**src/rtl/seg_pkg.sv**
```systemverilog
// Shared definitions for the 7-segment digit scanner.
//   SEG_NIBBLE_W : width of one digit code
//   BCD_MAX      : largest code treated as a displayable decimal digit
//   scan_state_e : per-slot scan phase (lit window, then blanking guard)
package seg_pkg;

    localparam int SEG_NIBBLE_W = 4;
    localparam int BCD_MAX      = 9;

    typedef enum logic {
        ST_ON    = 1'b0,
        ST_GUARD = 1'b1
    } scan_state_e;

endpackage

```
**src/rtl/seg_slot_timer.sv**
```systemverilog
// Slot timer for the digit scanner: counts cycles within a digit slot, splits each slot
// into an ON window followed by a GUARD window, advances the digit index at the end of a
// slot and pulses frame_tick on the last cycle of the final digit's slot.
// Ports:
//   clk, rst    : clock, synchronous active-high reset
//   state       : current scan phase (ST_ON / ST_GUARD)
//   digit_idx   : digit whose slot is in progress
//   frame_tick  : high for the last cycle of digit NUM_DIGITS-1's slot
module seg_slot_timer
    import seg_pkg::*;
#(
    parameter int unsigned NUM_DIGITS = 4,
    parameter int unsigned SLOT_CYC   = 50000,
    parameter int unsigned GUARD_CYC  = 500,
    localparam int unsigned IDX_W     = $clog2(NUM_DIGITS)
) (
    input  logic             clk,
    input  logic             rst,
    output scan_state_e      state,
    output logic [IDX_W-1:0] digit_idx,
    output logic             frame_tick
);

    localparam int unsigned CNT_W = $clog2(SLOT_CYC);

    localparam logic [CNT_W-1:0] ON_LAST   = CNT_W'(SLOT_CYC - GUARD_CYC - 1);
    localparam logic [CNT_W-1:0] SLOT_LAST = CNT_W'(SLOT_CYC - 1);
    // frame_tick is registered, so it is computed one cycle ahead of the slot's last cycle
    localparam logic [CNT_W-1:0] TICK_PRE  = CNT_W'(SLOT_CYC - 2);
    localparam logic [IDX_W-1:0] IDX_LAST  = IDX_W'(NUM_DIGITS - 1);

    logic [CNT_W-1:0] slot_cnt;

    always_ff @(posedge clk) begin
        if (rst) begin
            slot_cnt   <= '0;
            digit_idx  <= '0;
            state      <= ST_ON;
            frame_tick <= 1'b0;
        end else begin
            frame_tick <= (digit_idx == IDX_LAST) && (slot_cnt == TICK_PRE);
            case (state)
                ST_ON: begin
                    slot_cnt <= slot_cnt + CNT_W'(1);
                    if (slot_cnt == ON_LAST) begin
                        state <= ST_GUARD;
                    end
                end
                ST_GUARD: begin
                    if (slot_cnt == SLOT_LAST) begin
                        slot_cnt  <= '0;
                        digit_idx <= (digit_idx == IDX_LAST) ? '0 : digit_idx + IDX_W'(1);
                        state     <= ST_ON;
                    end else begin
                        slot_cnt <= slot_cnt + CNT_W'(1);
                    end
                end
                default: state <= ST_ON;
            endcase
        end
    end

endmodule

```
**src/rtl/seg_digit_scanner.sv**
```systemverilog
// Time-multiplexed scan controller for an N-digit 7-segment display.
// Holds an active frame of 4-bit codes plus a blank mask, drives the current digit's code
// to the decoder inputs and enables one digit per slot, with an all-dark guard at the end
// of every slot. New frames arrive via valid/ready into a one-deep pending buffer and are
// only promoted to the active frame at a frame boundary, so a frame never tears.
// Ports:
//   clk, rst    : clock, synchronous active-high reset
//   load_valid  : upstream offers a frame
//   load_ready  : pending buffer is free (registered)
//   load_data   : frame codes, digit i in bits [4i+3:4i], digit 0 rightmost
//   load_blank  : per-digit dark mask for the offered frame
//   w,x,y,z     : current digit code to the decoder (w = bit3, z = bit0)
//   digit_en    : one-hot digit drive, active-low when EN_ACT_LOW
//   digit_idx   : digit whose slot is in progress
//   frame_tick  : pulse on the last cycle of digit NUM_DIGITS-1's slot
module seg_digit_scanner
    import seg_pkg::*;
#(
    parameter int unsigned NUM_DIGITS = 4,
    parameter int unsigned SLOT_CYC   = 50000,
    parameter int unsigned GUARD_CYC  = 500,
    parameter bit          EN_ACT_LOW = 1'b1,
    parameter bit          BCD_ONLY   = 1'b1,
    localparam int unsigned IDX_W     = $clog2(NUM_DIGITS),
    localparam int unsigned DATA_W    = SEG_NIBBLE_W * NUM_DIGITS
) (
    input  logic                  clk,
    input  logic                  rst,
    input  logic                  load_valid,
    output logic                  load_ready,
    input  logic [DATA_W-1:0]     load_data,
    input  logic [NUM_DIGITS-1:0] load_blank,
    output logic                  w,
    output logic                  x,
    output logic                  y,
    output logic                  z,
    output logic [NUM_DIGITS-1:0] digit_en,
    output logic [IDX_W-1:0]      digit_idx,
    output logic                  frame_tick
);

    // XOR mask that turns an active-high one-hot into the pin polarity
    localparam logic [NUM_DIGITS-1:0] EN_OFF = EN_ACT_LOW ? '1 : '0;

    scan_state_e scan_state;

    seg_slot_timer #(
        .NUM_DIGITS (NUM_DIGITS),
        .SLOT_CYC   (SLOT_CYC),
        .GUARD_CYC  (GUARD_CYC)
    ) u_slot_timer (
        .clk        (clk),
        .rst        (rst),
        .state      (scan_state),
        .digit_idx  (digit_idx),
        .frame_tick (frame_tick)
    );

    logic [DATA_W-1:0]       active_data;
    logic [NUM_DIGITS-1:0]   active_blank;
    logic [DATA_W-1:0]       pend_data;
    logic [NUM_DIGITS-1:0]   pend_blank;
    logic                    pend_full;
    logic                    pend_full_d;
    logic                    xfer;
    logic                    commit;
    logic [SEG_NIBBLE_W-1:0] nib_q;

    assign xfer   = load_valid & load_ready;
    // ready implies an empty pending buffer, so xfer and commit never coincide
    assign commit = frame_tick & pend_full;

    always_comb begin
        pend_full_d = pend_full;
        if (xfer) begin
            pend_full_d = 1'b1;
        end else if (commit) begin
            pend_full_d = 1'b0;
        end
    end

    always_ff @(posedge clk) begin
        if (rst) begin
            pend_full    <= 1'b0;
            load_ready   <= 1'b1;
            pend_data    <= '0;
            pend_blank   <= '0;
            active_data  <= '0;
            active_blank <= '1;
        end else begin
            pend_full  <= pend_full_d;
            load_ready <= ~pend_full_d;
            if (xfer) begin
                pend_data  <= load_data;
                pend_blank <= load_blank;
            end
            if (commit) begin
                active_data  <= pend_data;
                active_blank <= pend_blank;
            end
        end
    end

    // Select the in-slot digit's code, mask bit and one-hot enable
    logic [SEG_NIBBLE_W-1:0] cur_nib;
    logic                    cur_masked;
    logic [NUM_DIGITS-1:0]   cur_onehot;
    logic                    cur_dark;
    logic [NUM_DIGITS-1:0]   en_next;

    always_comb begin
        cur_nib    = '0;
        cur_masked = 1'b0;
        cur_onehot = '0;
        for (int i = 0; i < NUM_DIGITS; i++) begin
            if (digit_idx == IDX_W'(i)) begin
                cur_nib       = active_data[i*SEG_NIBBLE_W +: SEG_NIBBLE_W];
                cur_masked    = active_blank[i];
                cur_onehot[i] = 1'b1;
            end
        end
    end

    assign cur_dark = cur_masked || (BCD_ONLY && (cur_nib > SEG_NIBBLE_W'(BCD_MAX)));
    assign en_next  = ((scan_state == ST_ON) && !cur_dark) ? cur_onehot : '0;

    // Code follows the active frame in every phase; it only moves with digit_idx or a
    // commit, both of which happen as a slot begins, while all digits are still dark.
    always_ff @(posedge clk) begin
        if (rst) begin
            nib_q    <= '0;
            digit_en <= EN_OFF;
        end else begin
            nib_q    <= cur_nib;
            digit_en <= en_next ^ EN_OFF;
        end
    end

    assign {w, x, y, z} = nib_q;

endmodule

```
**config.mk**
```make
export PLATFORM = sky130hd
export DESIGN_NAME = seg_digit_scanner
export DESIGN_NICKNAME = d
export VERILOG_FILES = /design/src/rtl/seg_pkg.sv /design/src/rtl/seg_slot_timer.sv /design/src/rtl/seg_digit_scanner.sv
export SDC_FILE = /design/constraint.sdc
export NUM_CORES = 1
export LEC_CHECK = 0
export CELL_PAD_IN_SITES_DETAIL_PLACEMENT = 0
export CELL_PAD_IN_SITES_GLOBAL_PLACEMENT = 1
export CORE_ASPECT_RATIO = 1.25
export CORE_MARGIN = 2
export CORE_UTILIZATION = 30
export CTS_CLUSTER_DIAMETER = 120
export DETAILED_ROUTE_END_ITERATION = 16
export PLACE_DENSITY_LB_ADDON = 0.08
export RECOVER_POWER = 100
export SYNTH_ARGS = -nofsm -noshare
export SYNTH_HDL_FRONTEND = slang
export SYNTH_HIERARCHICAL = 1
export SYNTH_SLANG_ARGS = --single-unit
```
**constraint.sdc**
```tcl
create_clock -name clk -period 1.9 [get_ports clk]
set_input_delay 0.38 -clock clk [delete_from_list [all_inputs] [get_ports clk]]
set_output_delay 0.38 -clock clk [all_outputs]
set_load 0.01 [all_outputs]
```
==> key figures <==
Synthesis
  – Post-synthesis sequential area ratio: roughly 52%
  – Post-synthesis cell type count: 34
  – Post-synth top area share: around 52%
  – Post-synth EDFFs: 0
  – Share of flip-flops with an asynchronous set or reset: 0%
  – Synth Register Bits: 70
  – Syn_nets: 338
  – Synth area leaders: dfxtp_1, nand2_1, a21oi_1, xnor2_1, nor2_1
  – Synth Area per Inst: about 8.6 sq um
  – Yosys top cell by area: dfxtp_1
  – Mapped Cells: ~310
  – Synth Warn #: 6
  – Ys flop type: dfxtp_1
  – Synth Cell Area: ~2700 sq um

Route
  – Detailed Routing Iterations Pass 1: 4
  – Routed Antenna Nets: 0
  – Post-Route WL: around 6000 um
  – Iter 0 DRT Violations: 48
  – Vias per inst: roughly 4.5
  – Remaining DRCs: 0
  – Via count: about 2,100
  – Post-DR wirelength/cell: 13.0 um

Setup path
  – Worst R2R Path Depth: 4
  – Crit-path slowest cell: clkdlybuf4s50_1
  – Worst setup SP type: flop
  – Crit Path Class: reg -> out
  – Crit path DAT: 1.44 ns
  – Largest delay contributor family on the critical path: buffers and inverters
  – FF-to-FF Start: u_slot_timer/slot_cnt[5]
  – CP max stage delay: ~0.62 ns
  – Flop2flop setup slack: approximately 0.17 ns
  – Critical-path maximum fanout: 12
  – CP Depth: 1
  – Crit path required time: approximately 1.5 ns
  – Worst-path cell chain: clkdlybuf4s50_1
  – Worst setup EP type: primary output
  – Critical path buffers and inverters: 1
  – RR Endpoint: u_slot_timer/digit_idx[0]

Cells and area
  – Fillers: a little over 900
  – Most frequent cells in the layout: nand2_1, dfxtp_1, a21oi_1
  – Register area: between 1000 and 1500 sq um
  – Layout net count: about 380
  – ANT cells: 0
  – Share of cells above drive strength 1: around 9.3%
  – Leading cell type in the layout, fill and taps excluded: nand2_1
  – Synthesis-to-layout area growth: 25.1%
  – Multi-input logic area: about 1200 sq um
  – Fin util: 38.6%

CTS
  – # Post-CTS Setup Buffers: 0
  – Hold_buf cts: 0
  – CTS tree: done
  – Worst-Skew Late Latency: approximately 0.34 ns
  – Worst-case clock buffer depth: 2
  – Sink Count: 70
  – Reg clk slew, reported paths: roughly 0.070 ns
  – Clock root buffer: clkbuf_8
  – Number of buffers created by CTS: 9
  – H-tree depth: 3
  – Resize count post-CTS: 1

Hold path
  – HP Class: in -> reg
  – Cells on Worst Hold Path: 2
  – HP Start: rst
  – Hold Path End: active_data[7]

Power and ir drop
  – Worst VDD drop: roughly 320 uV
  – Static leakage: 1.17 nW
  – Pwr dens: around 860 nW/um^2

STA
  – Final min period: ~1.8 ns
  – Final period util: approximately 96%
  – Setup TNS: 0 ns
  – Worst clock skew: ~0.0048 ns
  – Final slew viol count: 0
  – # setup viols final: 0
  – RSZ-0062 raised after global routing: false
  – Slew margin rel.: between 50% and 60%
  – Fin. Hold Viols: 0
  – Peak Freq: ~550 MHz
  – Worst slew pin tran: 0.710 ns

Placed design
  – Detail Placement HPWL: 4380 um
  – I/O Buffers: 34
  – Gpl congestion: 0.824

Global route
  – Pin count of the biggest net entering global routing: 25
  – Gr ovfl total: 0
  – Initial antenna violation count: 0
  – All-layer global routing usage: 13.9%
  – Number of global-route vias before repair: about 2,100
  – First-pass GRT wire length: just over 10,000 um

Floorplanning
  – Die area: just under 10,000 sq um
  – Die boundary height: ~110 um
  – Row count: 38
  – # IOs: 35
  – Core ar.: 8700 sq um
  – Die Wd: between 80 and 90 um
  – Initial Utilization: between 30 and 40%

Run status
  – Outcome: completed

Job
  – Max-capacitance violation count: 0
==> how the worst max path moves through the flow <==
stage	from	to	slack [ns]
finish	u_slot_timer/digit_idx[0]	digit_idx[0]	0.08
global route	u_slot_timer/slot_cnt[7]	u_slot_timer/digit_idx[0]	0.006
CTS	u_slot_timer/digit_idx[0]	digit_idx[0]	0.03
detailed placement	u_slot_timer/digit_idx[0]	digit_en[2]	0.21
global placement	u_slot_timer/digit_idx[0]	digit_en[2]	0.21
floorplan	u_slot_timer/slot_cnt[6]	u_slot_timer/slot_cnt[12]	0.26
==> synth_stat cells (2+ instances only) <==
cell	n
nand2_1	89
dfxtp_1	70
a21oi_1	39
nor2_1	21
xnor2_1	13
clkbuf_1	11
nand3_1	8
inv_1	7
nor4_1	7
nor2b_1	5
nor3_1	5
nand3b_1	4
nand4_1	4
buf_1	3
ha_1	3
and2_1	2
mux4_1	2
mux4_2	2
o21ai_0	2
==> power breakdown <==
| group | total, mW | internal [mW] | switching (mW) |
|---|---|---|---|
| clock network | 1.20 | 0.637 | 0.565 |
| logic | 0.150 | 0.0738 | 0.0757 |
| registers | 1.52 | 1.50 | 0.0211 |
==> kinds of logic (layout without fill, tap and decap cells) <==
kind of cell / after synthesis / count (layout) / share of synthesized area [%]
flip-flops: 70 / 70 / 52.2
multiplexers: 4 / 4 / 3.63
adder cells (fa/ha/maj): 3 / 3 / 1.40
AND/OR/NAND/NOR: 154 / 154 / 26.0
AO/OA/AOI/OAI: 44 / 44 / 8.71
buffers and inverters: 23 / 66 / 3.54
XOR/XNOR: 14 / 14 / 4.57
==> state kept, by name, summed over array words and instances, names as in the netlist <==
signal,flops
u_slot_timer/digit_idx,2
active_blank,4
active_data,16
pend_blank,4
u_slot_timer/frame_tick,1
load_ready,1
nib_q,4
digit_en,4
pend_data,16
u_slot_timer/state,1
pend_full,1
u_slot_timer/slot_cnt,16
==> metrics by stage <==
stage / setup slack [ns] / cells / total power, mW / cell area (sq um) / hold slack (ns)
4_1_cts: 0.0329 / 475 / 2.93 / 3370 / 0.344
3_3_place_gp: 0.213 / 459 / 1.71 / 3170 / 0.442
6_report: 0.0780 / 475 / 2.87 / 3360 / 0.352
5_1_grt: 0.00552 / 475 / 3.01 / 3360 / 0.339
2_1_floorplan: 0.264 / 312 / 1.63 / 2690 / 0.432
3_5_place_dp: 0.206 / 459 / 1.71 / 3170 / 0.445
==> per-layer routing <==
layer,part of all wire (%),wire length (um),track usage (%),vias to the layer above
met4,1.4,84,4.87,0
met5,0,0,0,-
met2,54,3350,25.4,19
met1,42,2580,15.3,983
li1,-,-,-,1114
met3,2.4,148,3.60,8
==> layout make-up <==
type                       count  share of cell area [%]
clock inverter                 6                    1.83
timing repair buffer          43                    11.9
inverter                       7                   0.782
multi-input combinational    219                    35.1
sequential                    70                    41.8
clock buffer                  10                    4.10
tap                          120                    4.47
(Power assumes the default switching activity.)
